[src/rtl/pwm_pkg.sv]
// Shared defaults and types for the PWM output stage and its update controller.
package pwm_pkg;

    localparam int DEF_WIDTH   = 10;
    localparam int DEF_MAX_RST = 1023;

    typedef logic [DEF_WIDTH-1:0] sample_t;

endpackage

[src/rtl/pwm_load_sched_rr_arbiter.sv]
// Stateless round-robin arbiter: grants the first requester at or after ptr.
module rr_arbiter #(
    parameter int N_REQ = 2,
    parameter int PTR_W = 1
) (
    input  logic [N_REQ-1:0] req,
    input  logic [PTR_W-1:0] ptr,
    output logic [N_REQ-1:0] grant
);

    int   idx;
    logic found;

    always_comb begin
        grant = '0;
        found = 1'b0;
        idx   = 0;
        for (int k = 0; k < N_REQ; k++) begin
            idx = int'(ptr) + k;
            if (idx >= N_REQ) begin
                idx = idx - N_REQ;
            end
            if (!found && req[idx]) begin
                grant[idx] = 1'b1;
                found      = 1'b1;
            end
        end
    end

endmodule

[src/rtl/pwm_load_sched.sv]
// Holds one pending PWM sample and a pending period maximum, releasing both
// only on the last cycle of a PWM period so no period is ever split.
module pwm_load_sched
    import pwm_pkg::*;
#(
    parameter int WIDTH   = DEF_WIDTH,
    parameter int N_REQ   = 2,
    parameter int MAX_RST = DEF_MAX_RST
) (
    input  logic                   clk,
    input  logic                   rst_n,
    input  logic [N_REQ-1:0]       req_valid,
    input  logic [N_REQ*WIDTH-1:0] req_data,
    output logic [N_REQ-1:0]       req_ready,
    input  logic [WIDTH-1:0]       cfg_max,
    input  logic                   cfg_max_we,
    output logic                   pwm_load,
    output logic [WIDTH-1:0]       pwm_data,
    output logic [WIDTH-1:0]       max_out,
    output logic                   period_end
);

    localparam int PTR_W = (N_REQ > 1) ? $clog2(N_REQ) : 1;

    logic [WIDTH-1:0] cnt_reg;
    logic [WIDTH-1:0] max_out_reg;
    logic [WIDTH-1:0] max_pend_reg;
    logic             max_pend_valid_reg;
    logic [WIDTH-1:0] pend_data_reg;
    logic             pend_valid_reg;
    logic [PTR_W-1:0] rr_reg;

    logic [WIDTH-1:0] req_word [N_REQ];
    logic [N_REQ-1:0] grant;
    logic [PTR_W-1:0] gnt_idx;
    logic [WIDTH-1:0] gnt_data;
    logic [PTR_W-1:0] rr_next;
    logic [WIDTH-1:0] max_next;
    logic [WIDTH-1:0] load_src;
    logic             boundary;
    logic             slot_free;
    logic             xfer;

    for (genvar gi = 0; gi < N_REQ; gi++) begin : g_unpack
        assign req_word[gi] = req_data[gi*WIDTH +: WIDTH];
    end

    rr_arbiter #(
        .N_REQ (N_REQ),
        .PTR_W (PTR_W)
    ) u_arb (
        .req   (req_valid),
        .ptr   (rr_reg),
        .grant (grant)
    );

    always_comb begin
        gnt_idx  = '0;
        gnt_data = '0;
        for (int i = 0; i < N_REQ; i++) begin
            if (grant[i]) begin
                gnt_idx  = PTR_W'(i);
                gnt_data = req_word[i];
            end
        end
    end

    assign rr_next   = (gnt_idx == PTR_W'(N_REQ - 1)) ? '0 : gnt_idx + 1'b1;
    assign boundary  = (cnt_reg == max_out_reg);
    // The slot can accept while it is being drained on a boundary.
    assign slot_free = !pend_valid_reg || boundary;
    assign req_ready = (rst_n && slot_free) ? grant : '0;
    assign xfer      = |req_ready;

    assign max_next  = cfg_max_we         ? cfg_max      :
                       max_pend_valid_reg ? max_pend_reg : max_out_reg;

    // An empty slot on a boundary passes a fresh sample straight through.
    assign load_src   = pend_valid_reg ? pend_data_reg : gnt_data;
    assign pwm_load   = rst_n && boundary && (pend_valid_reg || xfer);
    assign pwm_data   = !pwm_load            ? '0       :
                        (load_src > max_next) ? max_next : load_src;
    assign period_end = rst_n && boundary;
    assign max_out    = max_out_reg;

    always_ff @(posedge clk) begin
        if (!rst_n) begin
            cnt_reg            <= '0;
            max_out_reg        <= WIDTH'(MAX_RST);
            max_pend_reg       <= '0;
            max_pend_valid_reg <= 1'b0;
            pend_data_reg      <= '0;
            pend_valid_reg     <= 1'b0;
            rr_reg             <= '0;
        end else begin
            cnt_reg <= boundary ? '0 : cnt_reg + 1'b1;

            if (boundary) begin
                max_out_reg        <= max_next;
                max_pend_valid_reg <= 1'b0;
            end else if (cfg_max_we) begin
                max_pend_reg       <= cfg_max;
                max_pend_valid_reg <= 1'b1;
            end

            if (xfer) begin
                pend_data_reg <= gnt_data;
                rr_reg        <= rr_next;
            end

            // On a boundary the slot survives only if refilled after draining.
            pend_valid_reg <= boundary ? (pend_valid_reg && xfer)
                                       : (pend_valid_reg || xfer);
        end
    end

endmodule

[config.mk]
export PLATFORM = sky130hd
export DESIGN_NAME = pwm_load_sched
export DESIGN_NICKNAME = d
export VERILOG_FILES = /design/src/rtl/pwm_pkg.sv /design/src/rtl/pwm_load_sched_rr_arbiter.sv /design/src/rtl/pwm_load_sched.sv
export SDC_FILE = /design/constraint.sdc
export NUM_CORES = 1
export LEC_CHECK = 0
export BUFFER_PORTS_ARGS = -buffer_cell sky130_fd_sc_hd__buf_4
export CAP_MARGIN = 20
export CORE_UTILIZATION = 54
export CTS_CLUSTER_DIAMETER = 40
export DETAILED_ROUTE_END_ITERATION = 7
export GPL_ROUTABILITY_DRIVEN = 0
export PLACE_DENSITY = 0.8
export SLEW_MARGIN = 10
export SYNTH_ARGS = -nofsm -noshare
export SYNTH_HDL_FRONTEND = slang
export SYNTH_SLANG_ARGS = --single-unit
[constraint.sdc]
create_clock -name clk -period 3.6 [get_ports clk]
set_clock_uncertainty 0.15 [all_clocks]
set_input_delay 0.36 -clock clk [delete_from_list [all_inputs] [get_ports clk]]
set_output_delay 0.36 -clock clk [all_outputs]
set_load 0.05 [all_outputs]
# ---- Yosys cells after proc, flatten, opt, wreduce, memory -nomap -nowiden
# Index checks and enable logic that the tools add are counted.
dict set report word_totals {
  regBits 43
  in_bits 35
  word_cells 63
}
dict set report op_classes {
  add_sub_neg 5
  n_lt_le_gt_ge 7
  n_eq_ne 1
  muxes 26
  n_bitwise 3
  reduce_logical 14
}
# cell count
set ops {}
lappend ops {{$mux 10} 7}
lappend ops {{$ge 32x1->1 const B} 2}
lappend ops {{$lt 32x3->1 const B} 2}
lappend ops {{$mux 32} 2}
lappend ops {{$ge 32x3->1 const B} 1}
lappend ops {{$sub 32x3->32 const B} 1}
lappend ops {{$mux 1} 12}
lappend ops {{$add 10x1->10 const B} 1}
lappend ops {{$eq 10x10->1} 1}
lappend ops {{$gt 10x10->1} 1}
lappend ops {{$logic_and 1x1->1} 7}
lappend ops {{$mux 2} 3}
lappend ops {{$reduce_or 2->1} 2}
lappend ops {{$sub 1x2->3 const B} 1}
lappend ops {{$add 1x1->2 const B} 1}
lappend ops {{$demux 1 s1} 2}
lappend ops {{$ge 1x2->1 const B} 1}
lappend ops {{$logic_not 1->1} 2}
lappend ops {{$logic_or 1x1->1} 2}
lappend ops {{$not 1->1} 2}
lappend ops {{$or 2x2->2} 1}
lappend ops {{$reduce_and 2->1} 1}
lappend ops {{$add 1x1->1 const B} 1}

# ---- Depth between registers and ports, before layout
dict set report logic_depth {
  word_depth 15
  ltp_mapped 13
  mapped_depth_nobuf 11
}

# ---- By module
# A second synthesis with hierarchy kept.
dict set report hier_totals {
  cells_unflattened 314
  area_unflattened_um2 2600.0
}
# mod instances cells_per_inst area_per_inst_um2 seq_area_each_um2
set modules_own_cells {}
lappend modules_own_cells {pwm_load_sched 1 311 2581.2 860.8}
lappend modules_own_cells {rr_arbiter 1 3 18.8 0.0}

# ---- Worst setup path before layout
# OpenSTA, ideal clock, no wires.
dict set report synth_timing {
  path_kind {flip-flop to output port}
  startpoint {register max_out_reg[8] (netlist: max_out[8])}
  endpoint {output pwm_data[6]}
  t_arrival_ns 2.985
  required_ns 3.090
  setup_slack_ns 0.105
  stages_incl_launch_ff 12
  path_buffers 1
  cell_sequence {dfxtp_1 -> mux2i_1 -> o21ai_0 -> inv_1 -> ha_1 -> a21o_1 -> a21oi_1 -> nand2_1 -> o21ai_0 -> buf_2 -> mux2i_1 -> nor2_1}
}
dict set report synth_via {
  elab_chain_len 8
  elab_cells_between_ends 13
  classes_between {order compare: 1; eq/ne: 1; mux: 5; reduce/logical: 6}
}
# item line_no
set synth_rtl {}
lappend synth_rtl {{from (decl)} pwm_load_sched.sv:26} ;# logic [WIDTH-1:0] max_out_reg;
lappend synth_rtl {{from (signal assigned)} pwm_load_sched.sv:89} ;# max_out_reg <= WIDTH'(MAX_RST);
lappend synth_rtl {{from (signal assigned)} pwm_load_sched.sv:99} ;# max_out_reg <= max_next;
lappend synth_rtl {{branches (longest 7 deep; another with $gt 10x10->1)} n/a}
lappend synth_rtl {{$mux 10 (*)} pwm_load_sched.sv:81} ;# assign pwm_data = !pwm_load ? '0 :
lappend synth_rtl {{to (decl)} pwm_load_sched.sv:18} ;# output logic [WIDTH-1:0] pwm_data,
# Every way passes the cells marked *.

# ---- Final worst setup path
dict set report layout_timing {
  startpoint {register rr_reg}
  endpoint {output pwm_data[7]}
}
dict set report layout_via {
  elab_chain_len 15
  elab_cells_between_ends 39
  classes_between {add/sub: 3; order compare: 7; mux: 21; bitwise: 1; reduce/logical: 7}
}
# item line_no
set layout_rtl {}
lappend layout_rtl {{from (decl)} pwm_load_sched.sv:31} ;# logic [PTR_W-1:0] rr_reg;
lappend layout_rtl {{from (signal assigned)} pwm_load_sched.sv:108} ;# rr_reg <= rr_next;
lappend layout_rtl {{$add 1x1->2 (tied with other cells)} pwm_load_sched_rr_arbiter.sv:19} ;# idx = int'(ptr) + k;
lappend layout_rtl {{$sub 32x3->32 (tied with other cells)} pwm_load_sched_rr_arbiter.sv:21} ;# idx = idx - N_REQ;
lappend layout_rtl {{$mux 32 (tied with other cells)} pwm_load_sched_rr_arbiter.sv:20} ;# if (idx >= N_REQ) begin
lappend layout_rtl {{$ge 32x1->1 (not written as such) (tied with other cells)} pwm_load_sched_rr_arbiter.sv:24} ;# grant[idx] = 1'b1;
lappend layout_rtl {{$logic_and 1x1->1 (not written as such) (tied with other cells)} pwm_load_sched_rr_arbiter.sv:24}
lappend layout_rtl {{$mux 1 (not written as such) (tied with other cells)} pwm_load_sched_rr_arbiter.sv:24}
lappend layout_rtl {{$demux 1 s1 (tied with other cells)} n/a}
lappend layout_rtl {{$or 2x2->2 (no line) or $logic_and 1x1->1 (tied branches)} n/a}
lappend layout_rtl {{$mux 2 (*)} pwm_load_sched_rr_arbiter.sv:23} ;# if (!found && req[idx]) begin
lappend layout_rtl {{$mux 10 (2 in a row)} pwm_load_sched.sv:61} ;# if (grant[i]) begin
lappend layout_rtl {{$mux 10} pwm_load_sched.sv:79} ;# assign load_src = pend_valid_reg ? pend_data_reg : gnt_data;
lappend layout_rtl {{$gt 10x10->1} pwm_load_sched.sv:82} ;# (load_src > max_next) ? max_next : load_src;
lappend layout_rtl {{$mux 10} pwm_load_sched.sv:82}
lappend layout_rtl {{$mux 10 (*)} pwm_load_sched.sv:81}
# Every way passes the cells marked *; elsewhere a longest branch is shown, timed or not. The select of a mux whose other input is x is not followed.

==> impl_metrics.ini <==
[pwr]
share_seq_of_total_power = 0.421
irDropWorstVdd_v = 0.000265
clkPwrFrac = 0.330
power.leakage_nw = 1.54
switching_share = 0.287
power_mw = 1.22
powerDensity_nw_per_um2 = 371
combPwrFrac = 0.249
switchingPower_uw = 349
p_int_uw = 867

[routing]
first_pass_iters = 6
ant_nets = 0
vias_per_cell = 5.54
route.detailed.drc = 6
drt_wl_total_um = 6200
met3RoutedLength_um = 351
highest_layer = met4
dr_wl_met2_um = 3010
via_count = 2394
met1_length_um = 2790
wl_per_cell_um = 14.4
drt-initial-drc-count = 133

[place]
dp_hpwl_um = 4360
dp_cells = 418
place_area_um2 = 3030
pre_cts_slack_ns = 0.161
placement.io_buffers = 58

[critical_path]
timing.rr.start = cnt_reg[3]$_SDFF_PP0_
startpoint = rr_reg$_SDFFE_PN0P_
timing.rr.end = max_pend_reg[6]$_SDFFE_PN0P_
cp_max_fo = 5
endpoint = pwm_data[7]
worstSetupPathType = reg -> out
rrSetupSlack_ns = 1.01
cp.required_ns = 3.09
arrival_ns = 2.94
crit_path_end_kind = output pin
startpoint_type = flip-flop
r2r_cells = 6

[synth]
ys_ff_latch = 43
ys_seq_area_frac = 0.336
postSynthCellCount = 318
synth_area_leaders = dfxtp_1 (34%), mux2i_1 (9.8%), nand2_1 (7.2%)
synth_top_cell_by_area = dfxtp_1
synth_ff_type = dfxtp_1
synth-edff-count = 0
avgSynthCellArea_um2 = 8.05
synth_most_common_cell = nand2_1
synth_nets = 364
synth_cell_types = 37
ys_warn_count = 0
syn-cell-area_um2 = 2560
netlist_top_cells_count = nand2_1 (49), dfxtp_1 (43), nor2_1 (33), mux2i_1 (25), o21ai_0 (22)
synth_top_area_share = 0.336
ys_async_sr_fraction = 0

[layout]
syn2layout_area_growth_pct = 28.2
final_core_util = 0.738
nFillCells = 352
n_antenna_cell = 0
nets = 425
fin_cells = 432
final_area_um2 = 3280
drive_above_1_share = 0.274

[clocking]
h-tree-depth = 2
max-clock-path-buffers = 2
cts_buffers = 5
clock_latency_ns = 0.30
cts_root_buf = clkbuf_8
cts_tree = built
clk_pin_slew_ns = 0.09
cts_sinks = 43

[global_routing]
grt_pass1_vias = 2157
grt_max_degree = 49
overflow = 0
antenna_found_initial = 0
grt_use_total = 0.251
grt_pass1_wl_um = 10100

[outcome]
status = finished, violations left
violations = DRC

[run]
max-cap-violations = 0

[floorplanning]
std_cell_rows = 24
die_w_um = 70.9
coreArea_um2 = 4440
io_pins = 59
start_util = 0.576
die-area_um2 = 5020
die_h_um = 70.9

[worst_hold_path]
hp-class = in -> reg

[timing]
hold_viol = 0
slew_headroom = 0.541
setup_viol = 0
whs_ns = 0.160
period_share = 0.958
setup_tns_ns = 0
max_freq_ghz = 0.290
final-max-slew-violation-count = 0
worst_slew_pin_slew_ns = 0.688
fin_ws_ns = 0.152
period_minus_slack_ns = 3.45
[layer usage]
| metal | vias to the layer above | global-route usage |
|---|---|---|
| li1 | 1213 | - |
| met1 | 1110 | 0.340 |
| met2 | 66 | 0.417 |
| met3 | 5 | 0.0456 |
| met4 | 0 | 0.0622 |
| met5 | - | 0 |
[critical path, stage by stage, from the launching register on]
cell and delay (ns):
dfxtp_1 0.33, inv_1 0.07, a21boi_2 0.18, buf_4 0.18
a22oi_1 0.12, a21oi_2 0.20, ha_1 0.26, nor2b_1 0.13
o211ai_1 0.15, a21oi_1 0.13, o21ai_4 0.20, buf_4 0.18
mux2i_1 0.23, nor2_1 0.06, buf_4 0.21
[worst min-delay path by stage]
| stage | depth (start not counted) | startpoint | slack, ns | end |
|---|---|---|---|---|
| floorplan | 2 | pend_data_reg[0]$_SDFFE_PN0P_ | 0.29 | pend_data_reg[0]$_SDFFE_PN0P_ |
| global placement | 2 | max_pend_reg[1]$_SDFFE_PN0P_ | 0.29 | max_pend_reg[1]$_SDFFE_PN0P_ |
| detailed placement | 2 | max_pend_reg[2]$_SDFFE_PN0P_ | 0.30 | max_pend_reg[2]$_SDFFE_PN0P_ |
| CTS | 3 | cfg_max[0] | 0.15 | max_pend_reg[0]$_SDFFE_PN0P_ |
| global route | 3 | cfg_max[0] | 0.16 | max_pend_reg[0]$_SDFFE_PN0P_ |
| finish | 3 | cfg_max[0] | 0.16 | max_pend_reg[0]$_SDFFE_PN0P_ |
[power by group through the flow]
stage / Clock (mW) / Combinational (mW) / Sequential [mW]
after floorplan: 0 / 0.182 / 0.519
after global placement: 0 / 0.254 / 0.520
after detailed placement: 0 / 0.262 / 0.522
after CTS: 0.407 / 0.267 / 0.512
after global routing: 0.431 / 0.334 / 0.515
final: 0.402 / 0.303 / 0.512
[repair_timing]
action,in CTS,in global routing
endpoints found under the setup margin,9,10
cloned,1,1
pin swaps,0,2
buffers inserted,2,2
gates resized for setup,3,23
hold buffers,0,0
[cell families after synthesis]
logic type / synth area share
compound gates: 0.182
xor+xnor: 0.0616
fa+ha+maj: 0.0577
buf+inv: 0.0606
flops: 0.336
mux: 0.0978
simple gates: 0.204
[area by class of cell]
class / instances / area [µm²] / share of cell area
Multi-Input combinational cell: 242 / 1620 / 0.495
Sequential cell: 43 / 862 / 0.263
Timing Repair Buffer: 73 / 549 / 0.167
Clock buffer: 6 / 82.6 / 0.0252
Tap cell: 52 / 65.1 / 0.0198
Inverter: 13 / 52.6 / 0.0160
Clock inverter: 2 / 38.8 / 0.0118
Timing Repair inverter: 1 / 7.51 / 0.00229
[cells in the final DEF (no fill, tap or decap), drive strengths merged]
cell	instances
a21o	3
o21ai	27
o211ai	1
mux2i	25
inv	13
a22o	1
nor3	1
clkinvlp	2
ha	11
o21a	1
clkbuf	6
and3	3
nand4	4
and2	1
xnor2	12
a21oi	14
nand2	49
o22a	1
nor2	33
and4	1
nor2b	4
buf	73
xor2	6
nand3	17
bufinv	1
o311ai	1
a21boi	3
maj3	1
dfxtp	43
a22oi	9
nand2b	3
o211a	9
nor4	1
Power figures use the tool's default switching activity.
